$ cat config.mk
export PLATFORM = sky130hd
export DESIGN_NAME = pio_irq_debounce
export DESIGN_NICKNAME = d
export VERILOG_FILES = /design/src/rtl/pio_irq_debounce.sv
export SDC_FILE = /design/constraint.sdc
export NUM_CORES = 1
export LEC_CHECK = 0
export ABC_AREA = 1
export CORE_MARGIN = 1.5
export CORE_UTILIZATION = 27
export CTS_BUF_LIST = sky130_fd_sc_hd__clkbuf_4
export DETAILED_ROUTE_END_ITERATION = 16
export SLEW_MARGIN = 20
export SYNTH_ARGS = -nofsm -noshare
export SYNTH_HDL_FRONTEND = slang
export SYNTH_SLANG_ARGS = --single-unit
$ cat constraint.sdc
create_clock -name clk -period 4.8 [get_ports clk]
set_input_delay 0.72 -clock clk [delete_from_list [all_inputs] [get_ports clk]]
set_output_delay 0.72 -clock clk [all_outputs]
set_load 0.02 [all_outputs]
$ cat src/rtl/pio_irq_debounce.sv
// pio_irq_debounce
//   Avalon-MM PIO block for the lightweight HPS-to-FPGA bridge. It has IN_W
//   debounced input channels, each with edge capture and an interrupt mask,
//   and OUT_W output bits with atomic set and clear. One registered level
//   IRQ is driven to the HPS.
//
// Ports
//   clk           : single clock
//   reset         : asynchronous, active-high reset
//   avs_address   : word address (8 registers)
//   avs_read      : read strobe; avs_readdata is valid one cycle later
//   avs_write     : write strobe
//   avs_writedata : write data
//   avs_readdata  : read data, held until the next read
//   irq           : level interrupt, |(EDGE_CAP & IRQ_MASK), registered
//   pio_in        : raw asynchronous inputs (buttons, switches)
//   pio_out       : output register (LEDs)
//
// Register map (word addresses)
//   0 DATA (RO)   1 IRQ_MASK (RW)   2 EDGE_CAP (R/W1C)   3 OUT (RW)
//   4 OUT_SET (WO) 5 OUT_CLR (WO)   6 DEB_CFG (RW)       7 ID (RO)
module pio_irq_debounce #(
  parameter int IN_W        = 4,
  parameter int OUT_W       = 8,
  parameter int DEB_W       = 20,
  parameter int DEB_DEFAULT = 500000,
  parameter int EDGE_MODE   = 2,
  parameter int SYNC_STAGES = 2
) (
  input  logic             clk,
  input  logic             reset,
  input  logic [2:0]       avs_address,
  input  logic             avs_read,
  input  logic             avs_write,
  input  logic [31:0]      avs_writedata,
  output logic [31:0]      avs_readdata,
  output logic             irq,
  input  logic [IN_W-1:0]  pio_in,
  output logic [OUT_W-1:0] pio_out
);

  localparam int PRIME_W = $clog2(SYNC_STAGES + 1);
  // ID layout: 0x51 tag, zero padding, 2-bit edge mode, OUT_W, IN_W.
  localparam logic [31:0] ID_VAL = {8'h51, 6'b0, 2'(EDGE_MODE), 8'(OUT_W), 8'(IN_W)};

  // Upper write-data bits are not used by every register width.
  logic unused_wdata;
  assign unused_wdata = ^avs_writedata;

  // ---------------- input synchroniser ----------------
  logic [IN_W-1:0] sync_q [SYNC_STAGES];
  logic [IN_W-1:0] sync_w;
  assign sync_w = sync_q[SYNC_STAGES-1];

  always_ff @(posedge clk or posedge reset) begin
    if (reset) begin
      for (int k = 0; k < SYNC_STAGES; k++) sync_q[k] <= '0;
    end else begin
      sync_q[0] <= pio_in;
      for (int k = 1; k < SYNC_STAGES; k++) sync_q[k] <= sync_q[k-1];
    end
  end

  // ---------------- priming ----------------
  // The synchroniser holds reset zeros for SYNC_STAGES cycles; once it has
  // filled, stable is loaded straight from it so no edge is seen at startup.
  logic [PRIME_W-1:0] prime_cnt_q;
  logic               primed_q;
  logic               prime_load;
  assign prime_load = !primed_q && (prime_cnt_q == PRIME_W'(SYNC_STAGES));

  always_ff @(posedge clk or posedge reset) begin
    if (reset) begin
      prime_cnt_q <= '0;
      primed_q    <= 1'b0;
    end else if (prime_load) begin
      primed_q    <= 1'b1;
    end else if (!primed_q) begin
      prime_cnt_q <= prime_cnt_q + PRIME_W'(1);
    end
  end

  // ---------------- bus decode ----------------
  logic wr_mask, wr_cap, wr_out, wr_set, wr_clr, wr_deb;
  assign wr_mask = avs_write && (avs_address == 3'd1);
  assign wr_cap  = avs_write && (avs_address == 3'd2);
  assign wr_out  = avs_write && (avs_address == 3'd3);
  assign wr_set  = avs_write && (avs_address == 3'd4);
  assign wr_clr  = avs_write && (avs_address == 3'd5);
  assign wr_deb  = avs_write && (avs_address == 3'd6);

  // ---------------- debounce ----------------
  logic [DEB_W-1:0] deb_cfg_q;
  logic [DEB_W-1:0] cnt_q [IN_W];
  logic [DEB_W-1:0] cnt_d [IN_W];
  logic [IN_W-1:0]  stable_q, stable_d, prev_q;
  logic             cfg_zero;
  assign cfg_zero = (deb_cfg_q == '0);

  for (genvar gi = 0; gi < IN_W; gi++) begin : g_deb
    logic differs;
    logic match;
    assign differs = sync_w[gi] ^ stable_q[gi];
    // Accept the new level on the DEB_CFG-th consecutive differing cycle.
    assign match   = (cnt_q[gi] == deb_cfg_q - DEB_W'(1));

    assign stable_d[gi] = prime_load                ? sync_w[gi]   :
                          !primed_q                 ? stable_q[gi] :
                          cfg_zero                  ? sync_w[gi]   :
                          (differs && match)        ? sync_w[gi]   :
                                                      stable_q[gi];

    // A DEB_CFG write restarts every count so the new threshold applies cleanly.
    assign cnt_d[gi] = (!primed_q || cfg_zero || !differs || match || wr_deb)
                       ? '0 : cnt_q[gi] + DEB_W'(1);
  end

  always_ff @(posedge clk or posedge reset) begin
    if (reset) begin
      stable_q <= '0;
      prev_q   <= '0;
      for (int k = 0; k < IN_W; k++) cnt_q[k] <= '0;
    end else begin
      stable_q <= stable_d;
      // Priming loads prev too, so the initial load is not seen as an edge.
      prev_q   <= prime_load ? sync_w : stable_q;
      for (int k = 0; k < IN_W; k++) cnt_q[k] <= cnt_d[k];
    end
  end

  // ---------------- edge detect ----------------
  logic [IN_W-1:0] rise_w, fall_w, event_w;
  assign rise_w = stable_q & ~prev_q;
  assign fall_w = ~stable_q & prev_q;

  always_comb begin
    event_w = rise_w | fall_w;
    case (EDGE_MODE)
      0:       event_w = rise_w;
      1:       event_w = fall_w;
      default: event_w = rise_w | fall_w;
    endcase
  end

  // ---------------- registers ----------------
  logic [IN_W-1:0]  irq_mask_q, edge_cap_q, edge_cap_d;
  logic [OUT_W-1:0] out_q, out_d;
  logic [31:0]      rdata_q, rd_mux;
  logic             irq_q;

  // New events win over a simultaneous W1C on the same bit.
  assign edge_cap_d = (edge_cap_q & ~(wr_cap ? avs_writedata[IN_W-1:0] : '0)) | event_w;

  always_comb begin
    out_d = out_q;
    if (wr_out) out_d = avs_writedata[OUT_W-1:0];
    if (wr_set) out_d = out_q | avs_writedata[OUT_W-1:0];
    if (wr_clr) out_d = out_q & ~avs_writedata[OUT_W-1:0];
  end

  always_comb begin
    rd_mux = '0;
    case (avs_address)
      3'd0: rd_mux[IN_W-1:0]  = stable_q;
      3'd1: rd_mux[IN_W-1:0]  = irq_mask_q;
      3'd2: rd_mux[IN_W-1:0]  = edge_cap_q;
      3'd3: rd_mux[OUT_W-1:0] = out_q;
      3'd6: rd_mux[DEB_W-1:0] = deb_cfg_q;
      3'd7: rd_mux            = ID_VAL;
      default: rd_mux = '0;
    endcase
  end

  always_ff @(posedge clk or posedge reset) begin
    if (reset) begin
      irq_mask_q <= '0;
      edge_cap_q <= '0;
      out_q      <= '0;
      deb_cfg_q  <= DEB_W'(DEB_DEFAULT);
      rdata_q    <= '0;
      irq_q      <= 1'b0;
    end else begin
      if (wr_mask) irq_mask_q <= avs_writedata[IN_W-1:0];
      if (wr_deb)  deb_cfg_q  <= avs_writedata[DEB_W-1:0];
      edge_cap_q <= edge_cap_d;
      out_q      <= out_d;
      irq_q      <= |(edge_cap_q & irq_mask_q);
      // Mux uses current register values, so a same-cycle write is not seen.
      if (avs_read) rdata_q <= rd_mux;
    end
  end

  assign avs_readdata = rdata_q;
  assign irq          = irq_q;
  assign pio_out      = out_q;

endmodule
==> impl_metrics.csv, run 1 <==
group,metric,value,unit
status,status,"finished clean",
sta,worst_pin_slew,957,ps
worst_setup_path,cp_common_cell,"nand2_1",
floorplan,io_pins,84,
clocking,path_clk_slew,130,ps
drt,ant_nets,0,
sta,finClkSkew,22.4,ps
worst_setup_path,reg2reg_slack,1360,ps
final_layout,layout_commonest_cell,"nand2_1",
worst_setup_path,worstReg2RegEnd,"cnt_q[57]",
worst_setup_path,crit_path_max_fanout,20,
pwr,ir_drop,0.134,mV
min_path,holdCritStartpoint,"sync_q[6]",
place,gp_congestion,0.891,
global_route,grt_pass1_wl,40.7,mm
synthesis,yosys_register_bits,157,
final_layout,drive_gt1_frac,0.0920,
place,hpwl,19.7,mm
worst_setup_path,critical_path_required,5240,ps
floorplan,core_area,34500,um2
sta,rsz0062_at_grt,"no",
global_route,grt_max_degree,94,
clocking,cts_num_sinks,157,
min_path,holdPathEnd,"sync_w[2]",
drt,drt_pass1_iterations,5,
synthesis,synth-edff-count,0,
job,cap_violations,0,
sta,setup_tns,0,ps
global_route,track_usage,0.143,
worst_setup_path,worstRegToRegCells,15,
final_layout,multi_input_area,4760,um2
pwr,power_density,301,nW/um2
drt,routedWlPerCell,13.9,um
global_route,antenna_found_initial,1,
sta,slew_headroom,0.360,
clocking,postCtsHoldBufs,0,
clocking,cts_buffers,17,
clocking,cts_tree,"yes",
sta,setup_ws,1360,ps
synthesis,syn-cell-area,9480,um2
clocking,postCtsSetupRepairBufs,0,
worst_setup_path,critPathCaptureType,"flip-flop",
final_layout,nets,1385,
drt,viasPerCell,4.61,
worst_setup_path,crit_chain,"inv_4 > ha_1 > inv_1 > nor2_4 > nand2_1 > nand2_1 > nand2_1 > nand2_1 > nand3_1 > nor2_1 > nand2_1 > nor2_1 > nand2_1 > nand2_2 > nor2_1",
floorplan,die_area,36300,um2
worst_setup_path,cpPeakStageDelay,530,ps
min_path,worstHoldPathType,"reg -> reg",
final_layout,area_growth,14.1,%
sta,min_period_over_period,0.716,
final_layout,fin_cells,1804,
synthesis,netlist-cell-type-count,46,
place,numPortBuffers,62,
synthesis,synth_cells,1276,
synthesis,syn_avg_cell_area,7.43,um2
drt,drc_errors,0,
sta,hold_viol_final,0,
worst_setup_path,cp.arrival,3870,ps
place,pre_cts_slack,1520,ps
synthesis,seq_area_frac_synth,0.415,
worst_setup_path,r2r-start,"deb_cfg_q[0]",
clocking,root_buffer,"clkbuf_4",
floorplan,initial_core_util,0.274,
clocking,cts_max_level,4,
final_layout,final_cell_mix,"nand2_1 (356), nor2_1 (166), inv_1 (152)",
floorplan,rows,68,
pwr,leakage,4.79,nW
drt,vias,8315,
drt,drtIter0Drc,606,
min_path,hold_path_depth,0,
worst_setup_path,startpoint_type,"flip-flop",
worst_setup_path,cp_slowest_cell,"dfrtp_1",
final_layout,fillers,3748,
global_route,first_global_vias,7816,
synthesis,async_flop_share,1.00,
sta,setup_viol,0,
global_route,gr-total-overflow,0,
place,dp_cells,1771,
sta,maxSlewViolCount,0,
synthesis,synthFlopType,"dfrtp_1",
clocking,ctsResizeCount,0,
worst_setup_path,crit_type,"reg -> reg",
final_layout,area.sequential,3940,um2
synthesis,yosysWarnings,0,
clocking,cts_buffer_depth,2,
floorplan,die_h,190,um
sta,fmax,291,MHz
clocking,clkLatencyLatePin,570,ps
sta,min_period,3440,ps
drt,wl,25.1,mm
floorplan,dieWidth,190,um
## where the power goes
group	switching, mW	internal, mW
registers	0.0908	1.42
clock network	0.516	0.377
logic	0.572	0.277
## how the worst max path moves through the flow
| stage | slack (ps) | from | depth (start not counted) | endpoint |
|---|---|---|---|---|
| 2_1_floorplan | 2100 | reset | 1 | avs_readdata[0] |
| 3_3_place_gp | 1560 | deb_cfg_q[0] | 15 | cnt_q[75] |
| 3_5_place_dp | 1520 | deb_cfg_q[0] | 15 | cnt_q[57] |
| 4_1_cts | 1480 | deb_cfg_q[0] | 15 | cnt_q[57] |
| 5_1_grt | 1120 | deb_cfg_q[0] | 15 | cnt_q[75] |
| 6_report | 1360 | deb_cfg_q[0] | 15 | cnt_q[57] |
## area by class of cell
type                       instances  area share
antenna                            1    0.000231
clock buffer                      19      0.0132
clock inverter                    13      0.0150
inverter                         154      0.0540
multi-input combinational        940       0.440
sequential                       157       0.364
tap                              455      0.0526
timing repair buffer              65      0.0606
## synth_stat cells, types with 4 or more instances
cell type / count / area (um2)
nand2_1: 356 / 1340
nor2_1: 166 / 623
inv_1: 153 / 574
dfrtp_1: 150 / 3750
nand3_1: 125 / 626
xor2_1: 43 / 377
a21oi_1: 37 / 185
o21ai_0: 28 / 140
nor2_2: 24 / 150
nor3b_2: 14 / 175
nand4_1: 13 / 81.3
nor3_1: 13 / 65.1
nor3_2: 13 / 130
buf_4: 12 / 90.1
xnor2_1: 12 / 105
o22ai_1: 11 / 68.8
clkbuf_1: 10 / 37.5
nand2_2: 10 / 62.6
nor4_1: 10 / 62.6
o31ai_1: 10 / 75.1
buf_6: 8 / 90.1
nand3b_1: 8 / 60.1
dfstp_2: 7 / 184
ha_1: 7 / 87.6
nor2_4: 4 / 45.0
o221ai_1: 4 / 35.0
or2_2: 4 / 25.0
## through the flow
step | utilization | hold slack [ps] | power [mW] | cell area, um2
after detailed placement | 0.304 | 335 | 2.38 | 10500
after global routing | 0.313 | 372 | 3.44 | 10800
after global placement | 0.304 | 332 | 2.37 | 10500
after floorplan | - | 331 | 2.11 | 9520
final | 0.313 | 363 | 3.25 | 10800
after CTS | 0.313 | 365 | 3.29 | 10800
## cells by family (layout without fill, tap and decap cells)
family / count (synthesis) / in the layout / share of synthesized area
multiplexers: 1 / 1 / 0.00119
XOR/XNOR: 55 / 55 / 0.0508
flip-flops: 157 / 157 / 0.415
other: 1 / 10 / 0.000396
buffers and inverters: 187 / 251 / 0.0856
AO/OA/AOI/OAI: 98 / 98 / 0.0602
adder cells (fa/ha/maj): 7 / 7 / 0.00924
AND/OR/NAND/NOR: 770 / 770 / 0.377
## state kept, by name, summed over array words and instances, names as in the netlist
name	flops
avs_readdata	21
sync_w	4
cnt_q	80
irq_mask_q	4
prime_cnt_q	2
deb_cfg_q	20
edge_cap_q	4
pio_out	8
primed_q	1
sync_q	4
irq	1
stable_q	4
prev_q	4
## routing by layer
layer / GRT usage / vias up / wire length [um]
met2: 0.227 / 211 / 11800
met1: 0.195 / 3903 / 11600
met3: 0.0267 / 28 / 1380
li1: - / 4173 / -
met4: 0.0439 / 0 / 395
met5: 0 / - / 0
## critical path, delay by kind of cell (launching register included)
| family | cells | cell delay (ps) |
|---|---|---|
| buffers and inverters | 2 | 310 |
| and+or+nand+nor | 12 | 2100 |
| adders and majority gates | 1 | 360 |
| DFF | 1 | 530 |
No activity file was read; power rests on OpenSTA's default activity.
==> run 2, diff against run 1 <==
Clock period 4.8 ns to 2.9 ns, I/O delays scaled along.
==> run 2 against run 1 <==
Against the previous run:
- first-iteration DRC count down 1.2%
- setup slack worse by 1100 ps
- die area unchanged
- via count about the same
- hold slack worse by 98 ps
- register-to-register slack worse by 1100 ps
- final cell count up 1.1%
- critical path depth up 3
- global-route usage up 0.33 points
- combinational power up 73%
- core utilization up 0.56 points
- critical path type unchanged
- largest power group unchanged
==> impl_metrics.csv, run 2 (same netlist as run 1, synthesis figures left out) <==
group,metric,value,unit
global_route,gr-total-overflow,0,
final_layout,largest_reg_flops,80,
sta,rsz0062_at_grt,"no",
place,numPortBuffers,62,
clocking,postCtsSetupRepairBufs,0,
sta,hold_viol_final,0,
floorplan,dieWidth,190,um
drt,drtIter0Drc,599,
status,status,"finished clean",
drt,routedWlPerCell,14.0,um
global_route,grt_pass1_wl,41.7,mm
sta,min_period_over_period,0.909,
final_layout,area_growth,16.1,%
sta,fmax,380,MHz
final_layout,final_cell_mix,"nand2_1 (356), nor2_1 (165), inv_1 (152)",
floorplan,die_h,190,um
global_route,first_global_vias,7893,
drt,viasPerCell,4.57,
sta,setup_viol,0,
pwr,power.share.sequential,0.460,
global_route,grt_max_degree,105,
final_layout,drive_gt1_frac,0.105,
clocking,cts_max_level,4,
pwr,ir_drop,0.277,mV
pwr,power_density,493,nW/um2
worst_setup_path,critical_path_required,3360,ps
global_route,antenna_found_initial,1,
clocking,cts_buffers,17,
sta,min_period,2630,ps
pwr,power_report.internal_total,3.50,mW
drt,ant_nets,0,
sta,setup_ws,265,ps
worst_setup_path,startpoint_type,"flip-flop",
place,hpwl,20.0,mm
worst_setup_path,cp.arrival,3090,ps
clocking,cts_num_sinks,157,
drt,drc_errors,0,
sta,setup_tns,0,ps
worst_setup_path,r2r-start,"deb_cfg_q[0]",
clocking,ctsResizeCount,0,
clocking,cts_tree,"yes",
pwr,p_sw_frac,0.355,
sta,slew_headroom,0.543,
sta,worst_pin_slew,685,ps
floorplan,die_area,36300,um2
floorplan,initial_core_util,0.274,
clocking,path_clk_slew,140,ps
place,gp_congestion,0.882,
min_path,holdCritStartpoint,"pio_in[3]",
worst_setup_path,crit_path_start,"deb_cfg_q[0]",
drt,drt_pass1_iterations,12,
worst_setup_path,crit_path_max_fanout,20,
pwr,pwr-share-clk,0.269,
global_route,track_usage,0.146,
floorplan,core_area,34500,um2
clocking,clkLatencyLatePin,590,ps
sta,finClkSkew,24.3,ps
place,placed_cell_area,10700,um2
pwr,leakage,4.90,nW
clocking,root_buffer,"clkbuf_4",
clocking,cts_buffer_depth,2,
pwr,pwr-share-comb,0.271,
clocking,postCtsHoldBufs,0,
worst_setup_path,crit_type,"reg -> reg",
sta,maxSlewViolCount,0,
final_layout,nets,1404,
job,cap_violations,0,
final_layout,layout_commonest_cell,"nand2_1",
floorplan,io_pins,84,
place,pre_cts_slack,196,ps
drt,vias,8322,
floorplan,rows,68,
final_layout,top_register,"cnt_q",
drt,wl,25.4,mm
min_path,worstHoldPathType,"in -> reg",
pwr,p_sw,1.92,mW
final_layout,post-route-cell-area,11000,um2
worst_setup_path,critPathCaptureType,"flip-flop",
run 2: layer usage:
layer | global-route usage | vias up | routed length [um]
met5 | 0 | - | 0
met2 | 0.236 | 167 | 11900
met1 | 0.202 | 3915 | 12100
li1 | - | 4211 | -
met3 | 0.0225 | 29 | 1070
met4 | 0.0409 | 0 | 395
run 2: final timing paths:
check / slack, ps / to / cells past startpoint
max reg2reg: 270 / cnt_q[74] / 18
max: 270 / cnt_q[74] / 18
min in group asynchronous: 380 / cnt_q[53] / 3
max in group asynchronous: 1990 / sync_w[3] / 3
min reg2reg: 360 / sync_w[0] / 0
min: 270 / sync_q[7] / 1
run 2: power by group through the flow:
stage / registers [mW] / clock network [mW] / logic [mW]
2_1_floorplan: 2.56 / 0 / 0.935
3_3_place_gp: 2.53 / 0 / 1.45
3_5_place_dp: 2.54 / 0 / 1.47
4_1_cts: 2.50 / 1.52 / 1.48
5_1_grt: 2.52 / 1.59 / 1.66
6_report: 2.50 / 1.46 / 1.47
run 2: worst max-delay path, cell delays in order, from the launching register on:
cell and delay [ps]:
dfrtp_1 430, inv_4 110, ha_2 280, inv_1 120
nand2_1 120, nand2_1 130, nand2_1 90, nand2_1 50
nor2_1 80, nand2_1 60, nor2_1 90, nand2_1 110
nor2_1 100, nand3_1 90, nor2_2 210, nand2_1 100
nand2_2 90, buf_12 160, nor3_1 70
run 2: cell type report:
class	instances	area, um2
clock buffers	21	158
well taps	455	569
clock inverters	11	145
flip-flops and latches	157	3940
repair buffers	84	848
fillers	3750	23500
diodes	1	2.50
multi-input cells	940	4770
inverters	154	584
run 2: metrics by stage:
| step | util | cells | hold slack, ps | power [mW] |
|---|---|---|---|---|
| floorplan | - | 1284 | 331 | 3.50 |
| global placement | 0.310 | 1790 | 332 | 3.99 |
| detailed placement | 0.310 | 1790 | 336 | 4.01 |
| CTS | 0.319 | 1822 | 222 | 5.49 |
| global route | 0.319 | 1823 | 228 | 5.77 |
| finish | 0.319 | 1823 | 265 | 5.43 |
==> RTL change 1: new RTL, config.mk and constraints of run 2 <==
The parameter `OUT_W` goes from 8 to 7.
--- a/src/rtl/pio_irq_debounce.sv
+++ b/src/rtl/pio_irq_debounce.sv
@@ -23,3 +23,3 @@
   parameter int IN_W        = 4,
-  parameter int OUT_W       = 8,
+  parameter int OUT_W       = 7,
   parameter int DEB_W       = 20,
Interface: changed (resized pio_out); port bits go from 84 to 83. The function was not compared with the original's and may differ.
==> RTL change 1 against run 2 <==
Routed wire length shrank 0.70%. Global-route usage shrank 0.15 points. Sequential cell count shrank 1. Area after synthesis grew 0.30%. Count of clock-buffer cells in the layout shrank 3. First-iteration DRC count shrank 3.8%. Design area grew 0.36%. Power shrank 3.8%. Setup slack lost 0.018 ns. Sequential power is essentially flat. Hold slack lost 0.11 ns. Sequential share of layout area shrank 0.36 points. Highest routed layer unchanged.
==> RTL change 1: results (changes against run 2) <==
stage,metric,value,unit,change
yosys,synth.yosys.seq_area_share,41.1,%,-0.39 points
placed_design,post_dp_cell_area,10800,um^2,+0.91%
outcome,run_status,"finished, final reports clean",,
setup_path,critical_path_arrival,3.12,ns,+0.03 ns
power,power_density,472,nW/um^2,-4.2%
routing,viasPerCell,4.51,,-1.3%
grt,grt_use_met3,2.96,%,+0.72 points
power,total_power,5220,uW,-3.8%
setup_path,path_max_fanout,20,,unchanged
yosys,synthTopCellsByCount,"nand2_1, inv_1, dfrtp_1, nor2_1, nand3_1",,
final_layout,multi_input_area_share,43.5,%,+0.25 points
yosys,postSynth.asyncResetShare,100,%,unchanged
clocking,clk_pin_slew_worst_paths,0.15,ns,
yosys,yosysWarnings,0,,unchanged
final_layout,final-clk-cell-share,2.22,%,-0.53 points
grt,grtUsageTotal,14.5,%,-0.15 points
power,worst_ir_drop_vdd,0.251,mV,-9.2%
timing,slew_headroom,64.8,%,+10 points
power,clkPwrFrac,24.1,%,-2.8 points
routing,drt-total-wl,25.3,mm,-0.70%
power,leakage,0.00484,uW,-1.3%
final_layout,nFlopsAndLatches,156,,-0.64%
hold_path,hold_path.class,in -> async,,
final_layout,nNetsFinal,1394,,-0.71%
routing,dr.first_iter.drc_count,576,,-3.8%
setup_path,cpMaxStageDelayCell,dfrtp_1,,
grt,grt_max_degree,48,,-54%
yosys,yosysUniqueCellTypes,47,,+2.2%
power,p_comb,1470,uW,about the same
final_layout,largest_register_ffs,80,,unchanged
grt,grt_pass1_vias,7655,,-3.0%
yosys,synthTopCellsByArea,"dfrtp_1, nand2_1, inv_1",,
placed_design,port_buffers,61,,-1.6%
setup_path,slowest_delay,0.44,ns,
final_layout,clkbuf_count,18,,-14%
final_layout,multiInputCombCellCount,920,,-2.1%
grt,grt_use_met2,22.6,%,-1.0 points
final_layout,regArea,3910,um^2,-0.64%
final_layout,signal_buffers,91,,+8.3%
routing,dr.pass1.iters,6,,-6
power,internal-power,3240,uW,-7.5%
placed_design,dpl.cell_count,1780,,-0.56%
placed_design,gp_congestion,0.952,,+7.9%
yosys,synth_area_per_cell,7.57,um^2,+1.8%
placed_design,place_ws,0.279,ns,+0.0830 ns
final_layout,final_core_util,31.9,%,+0.037 points
clocking,numCtsBuffers,17,,unchanged
final_layout,drive_above_1_share,11.1,%,+0.52 points
timing,fin_skew,0.0278,ns,+0.00350 ns
setup_path,crit_buf_inv,3,,unchanged
clocking,htreeDepth,4,,unchanged
placed_design,place_hpwl,19.9,mm,-0.65%
final_layout,signal_buffer_area_fraction,8.24,%,+0.54 points
grt,grt_use_met1,19.9,%,-0.24 points
setup_path,rr_worst_depth,15,,-3
final_layout,n_fill_cell,3693,,-1.5%
final_layout,inverters,158,,+2.6%
grt,grt_pass1_wl,41.0,mm,-1.6%
final_layout,area_growth,16.2,%,about the same
routing,routedWlPerCell,13.9,um,-0.16%
[RTL change 1: per-layer routing]
layer	share of wire [%]	up-vias	wire, um
met2	45	169	11500
met5	0	-	0
met3	4.3	28	1080
met4	2.0	0	493
met1	48	3812	12200
li1	-	4161	-
[RTL change 1: worst paths after layout]
path	startpoint	to	slack, ns
worst max-delay path	deb_cfg_q[1]	cnt_q[31]	0.25
worst min-delay path	reset	deb_cfg_q[10]	0.15
worst max register to register	deb_cfg_q[1]	cnt_q[31]	0.25
worst min register to register	sync_q[7]	sync_w[3]	0.35
max in group asynchronous	reset	cnt_q[53]	1.97
min in group clk	pio_in[2]	sync_q[6]	0.25
[RTL change 1: cells by family after synthesis]
kind of cell	Yosys count	share of synthesized area, %
simple gates	743	36.9
buf+inv	189	8.63
flops	156	41.1
compound gates	88	5.58
xor+xnor	69	6.35
fa+ha+maj	7	0.921
mux	4	0.474
other cells	1	0.0394
==> RTL change 2: new RTL, flow settings as in run 2 <==
Without the edit above. Remove the register `irq_q`: a continuous assignment takes its place, so the output `irq` follows one clock earlier.
--- a/src/rtl/pio_irq_debounce.sv
+++ b/src/rtl/pio_irq_debounce.sv
@@ -180,3 +180,2 @@
       rdata_q    <= '0;
-      irq_q      <= 1'b0;
     end else begin
@@ -186,3 +185,2 @@
       out_q      <= out_d;
-      irq_q      <= |(edge_cap_q & irq_mask_q);
       // Mux uses current register values, so a same-cycle write is not seen.
@@ -191,2 +189,4 @@
   end
+
+  assign irq_q = |(edge_cap_q & irq_mask_q);
 
Formal check against the unedited RTL: not equivalent (a bounded check fails within 10 cycles, from zero or initial values and one cycle with reset high).
==> RTL change 2 against run 2 <==
Synthesized cell count is essentially flat. Design area shrank 0.22%. Sequential cell count shrank 1. Critical path depth shrank 2. Highest routed layer unchanged. Setup slack lost 0.085 ns. Global-route usage shrank 0.22 points. Power shrank 3.1%. Routed wire length shrank 0.89%. Non-clock buffer count grew 4. Utilization shrank 0.069 points. Area after synthesis shrank 0.26%. Via count shrank 0.55%.
==> RTL change 2: results (changes against run 2) <==
stage,metric,value,unit,change
outcome,run_status,"finished, final reports clean",,
setup_path,rr_worst_depth,16,,-2
final_layout,drive_above_1_share,10.8,%,+0.27 points
setup_path,r2r_slack,0.18,ns,-0.09 ns
clocking,htreeDepth,4,,unchanged
placed_design,gp_congestion,0.952,,+8.0%
clocking,cts_root_buf,clkbuf_4,,
yosys,synthTopCellsByArea,"dfrtp_1, nand2_1, nand3_1",,
yosys,synthTopCellsByCount,"nand2_1, nor2_1, inv_1, dfrtp_1, nand3_1",,
setup_path,cp-start-kind,flop,,
grt,grtUsageTotal,14.4,%,-0.22 points
placed_design,port_buffers,62,,unchanged
clocking,clkLatencyLatePin,0.59,ns,about the same
routing,dr.first_iter.drc_count,694,,+16%
yosys,synth_xor_xnor_area_share,5.09,%,+0.013 points
yosys,yosysWarnings,0,,unchanged
timing,slew_headroom,55.4,%,+1.0 points
clocking,cts_max_path_buffers,2,,unchanged
setup_path,critical_path_arrival,3.19,ns,+0.10 ns
setup_path,slowest_delay,0.47,ns,+0.04 ns
power,worst_ir_drop_vdd,0.220,mV,-21%
final_layout,nNetsFinal,1407,,+0.21%
placed_design,place_hpwl,19.6,mm,-1.9%
clocking,cts_resized,0,,unchanged
routing,viasPerCell,4.53,,-0.72%
routing,drcViolationCount,0,,unchanged
routing,drt-total-wl,25.2,mm,-0.89%
hold_path,min_to,sync_q[7],,
yosys,synth.area.mux_share,0.119,%,+0.00031 points
setup_path,cp-endpoint,cnt_q[79],,
grt,grt_pass1_wl,40.6,mm,-2.7%
clocking,clk_pin_slew_worst_paths,0.16,ns,+0.02 ns
setup_path,path_max_fanout,20,,unchanged
hold_path,hold_path.class,in -> reg,,
setup_path,cp_top_family,simple AND/OR/NAND/NOR gates,,
yosys,yosysUniqueCellTypes,46,,unchanged
clocking,numCtsBuffers,17,,unchanged
routing,dr.pass1.iters,6,,-6
final_layout,largest_register_ffs,80,,unchanged
clocking,postCtsSetupRepairBufs,0,,unchanged
hold_path,hold_depth,1,,unchanged
power,leakage,0.00489,uW,-0.40%
grt,grt_max_degree,108,,+2.9%
grt,grt_pass1_vias,7708,,-2.3%
final_layout,regMostFlops,cnt_q,,
setup_path,cpMaxStageDelayCell,dfrtp_1,,
yosys,synth.yosys.seq_area_share,41.4,%,-0.15 points
yosys,synth-compound-area-share,6.03,%,+0.016 points
yosys,postSynth.asyncResetShare,100,%,unchanged
setup_path,r2r-start,deb_cfg_q[6],,
hold_path,worstHoldStart,pio_in[3],,
yosys,synth_adder_area_share,0.926,%,+0.0024 points
timing,post-route-min-period,2.72,ns,+0.0854 ns
grt,antenna_found_initial,1,,unchanged
timing,fin_skew,0.0339,ns,+0.00961 ns
[RTL change 2: power breakdown]
group / switching, uW / total (uW) / internal [uW]
sequential: 144 / 2480 / 2330
combinational: 971 / 1510 / 538
clock: 893 / 1270 / 379
total: 2010 / 5260 / 3250
[RTL change 2: cell type report]
cell class / count / area (um^2)
clock inverter: 13 / 109
inverter: 154 / 584
multi-input combinational: 940 / 4760
timing repair buffer: 88 / 903
fill: 3721 / 23600
sequential: 156 / 3910
antenna: 1 / 2.50
clock buffer: 19 / 143
tap: 455 / 569
[RTL change 2: metal layers]
| layer | share of wire (%) | routed length (um) | track usage, % | vias up |
|---|---|---|---|---|
| met2 | 47 | 11700 | 23.0 | 182 |
| met3 | 5.0 | 1250 | 2.64 | 32 |
| met4 | 1.7 | 433 | 4.09 | 0 |
| met1 | 47 | 11800 | 19.8 | 3846 |
| li1 | - | - | - | 4216 |
| met5 | 0 | 0 | 0 | - |
[RTL change 2: per-stage QoR]
step | setup slack (ns) | hold slack (ns) | instance area [um^2] | power, uW | std cells
2_1_floorplan | 0.498 | 0.331 | 9490 | 3480 | 1283
3_3_place_gp | 0.293 | 0.333 | 10700 | 3990 | 1791
3_5_place_dp | 0.240 | 0.336 | 10700 | 4010 | 1791
4_1_cts | 0.209 | 0.244 | 11000 | 5300 | 1823
5_1_grt | 0.0408 | 0.242 | 11000 | 5590 | 1826
6_report | 0.180 | 0.299 | 11000 | 5260 | 1826
[RTL change 2: cells by family (layout without fill, tap and decap cells)]
group                    Yosys count  after routing
AND/OR/NAND/NOR                  770            770
buffers and inverters            187            274
flip-flops                       156            156
AO/OA/AOI/OAI                     98             98
XOR/XNOR                          55             55
adder cells (fa/ha/maj)            7              7
other                              1             10
multiplexers                       1              1
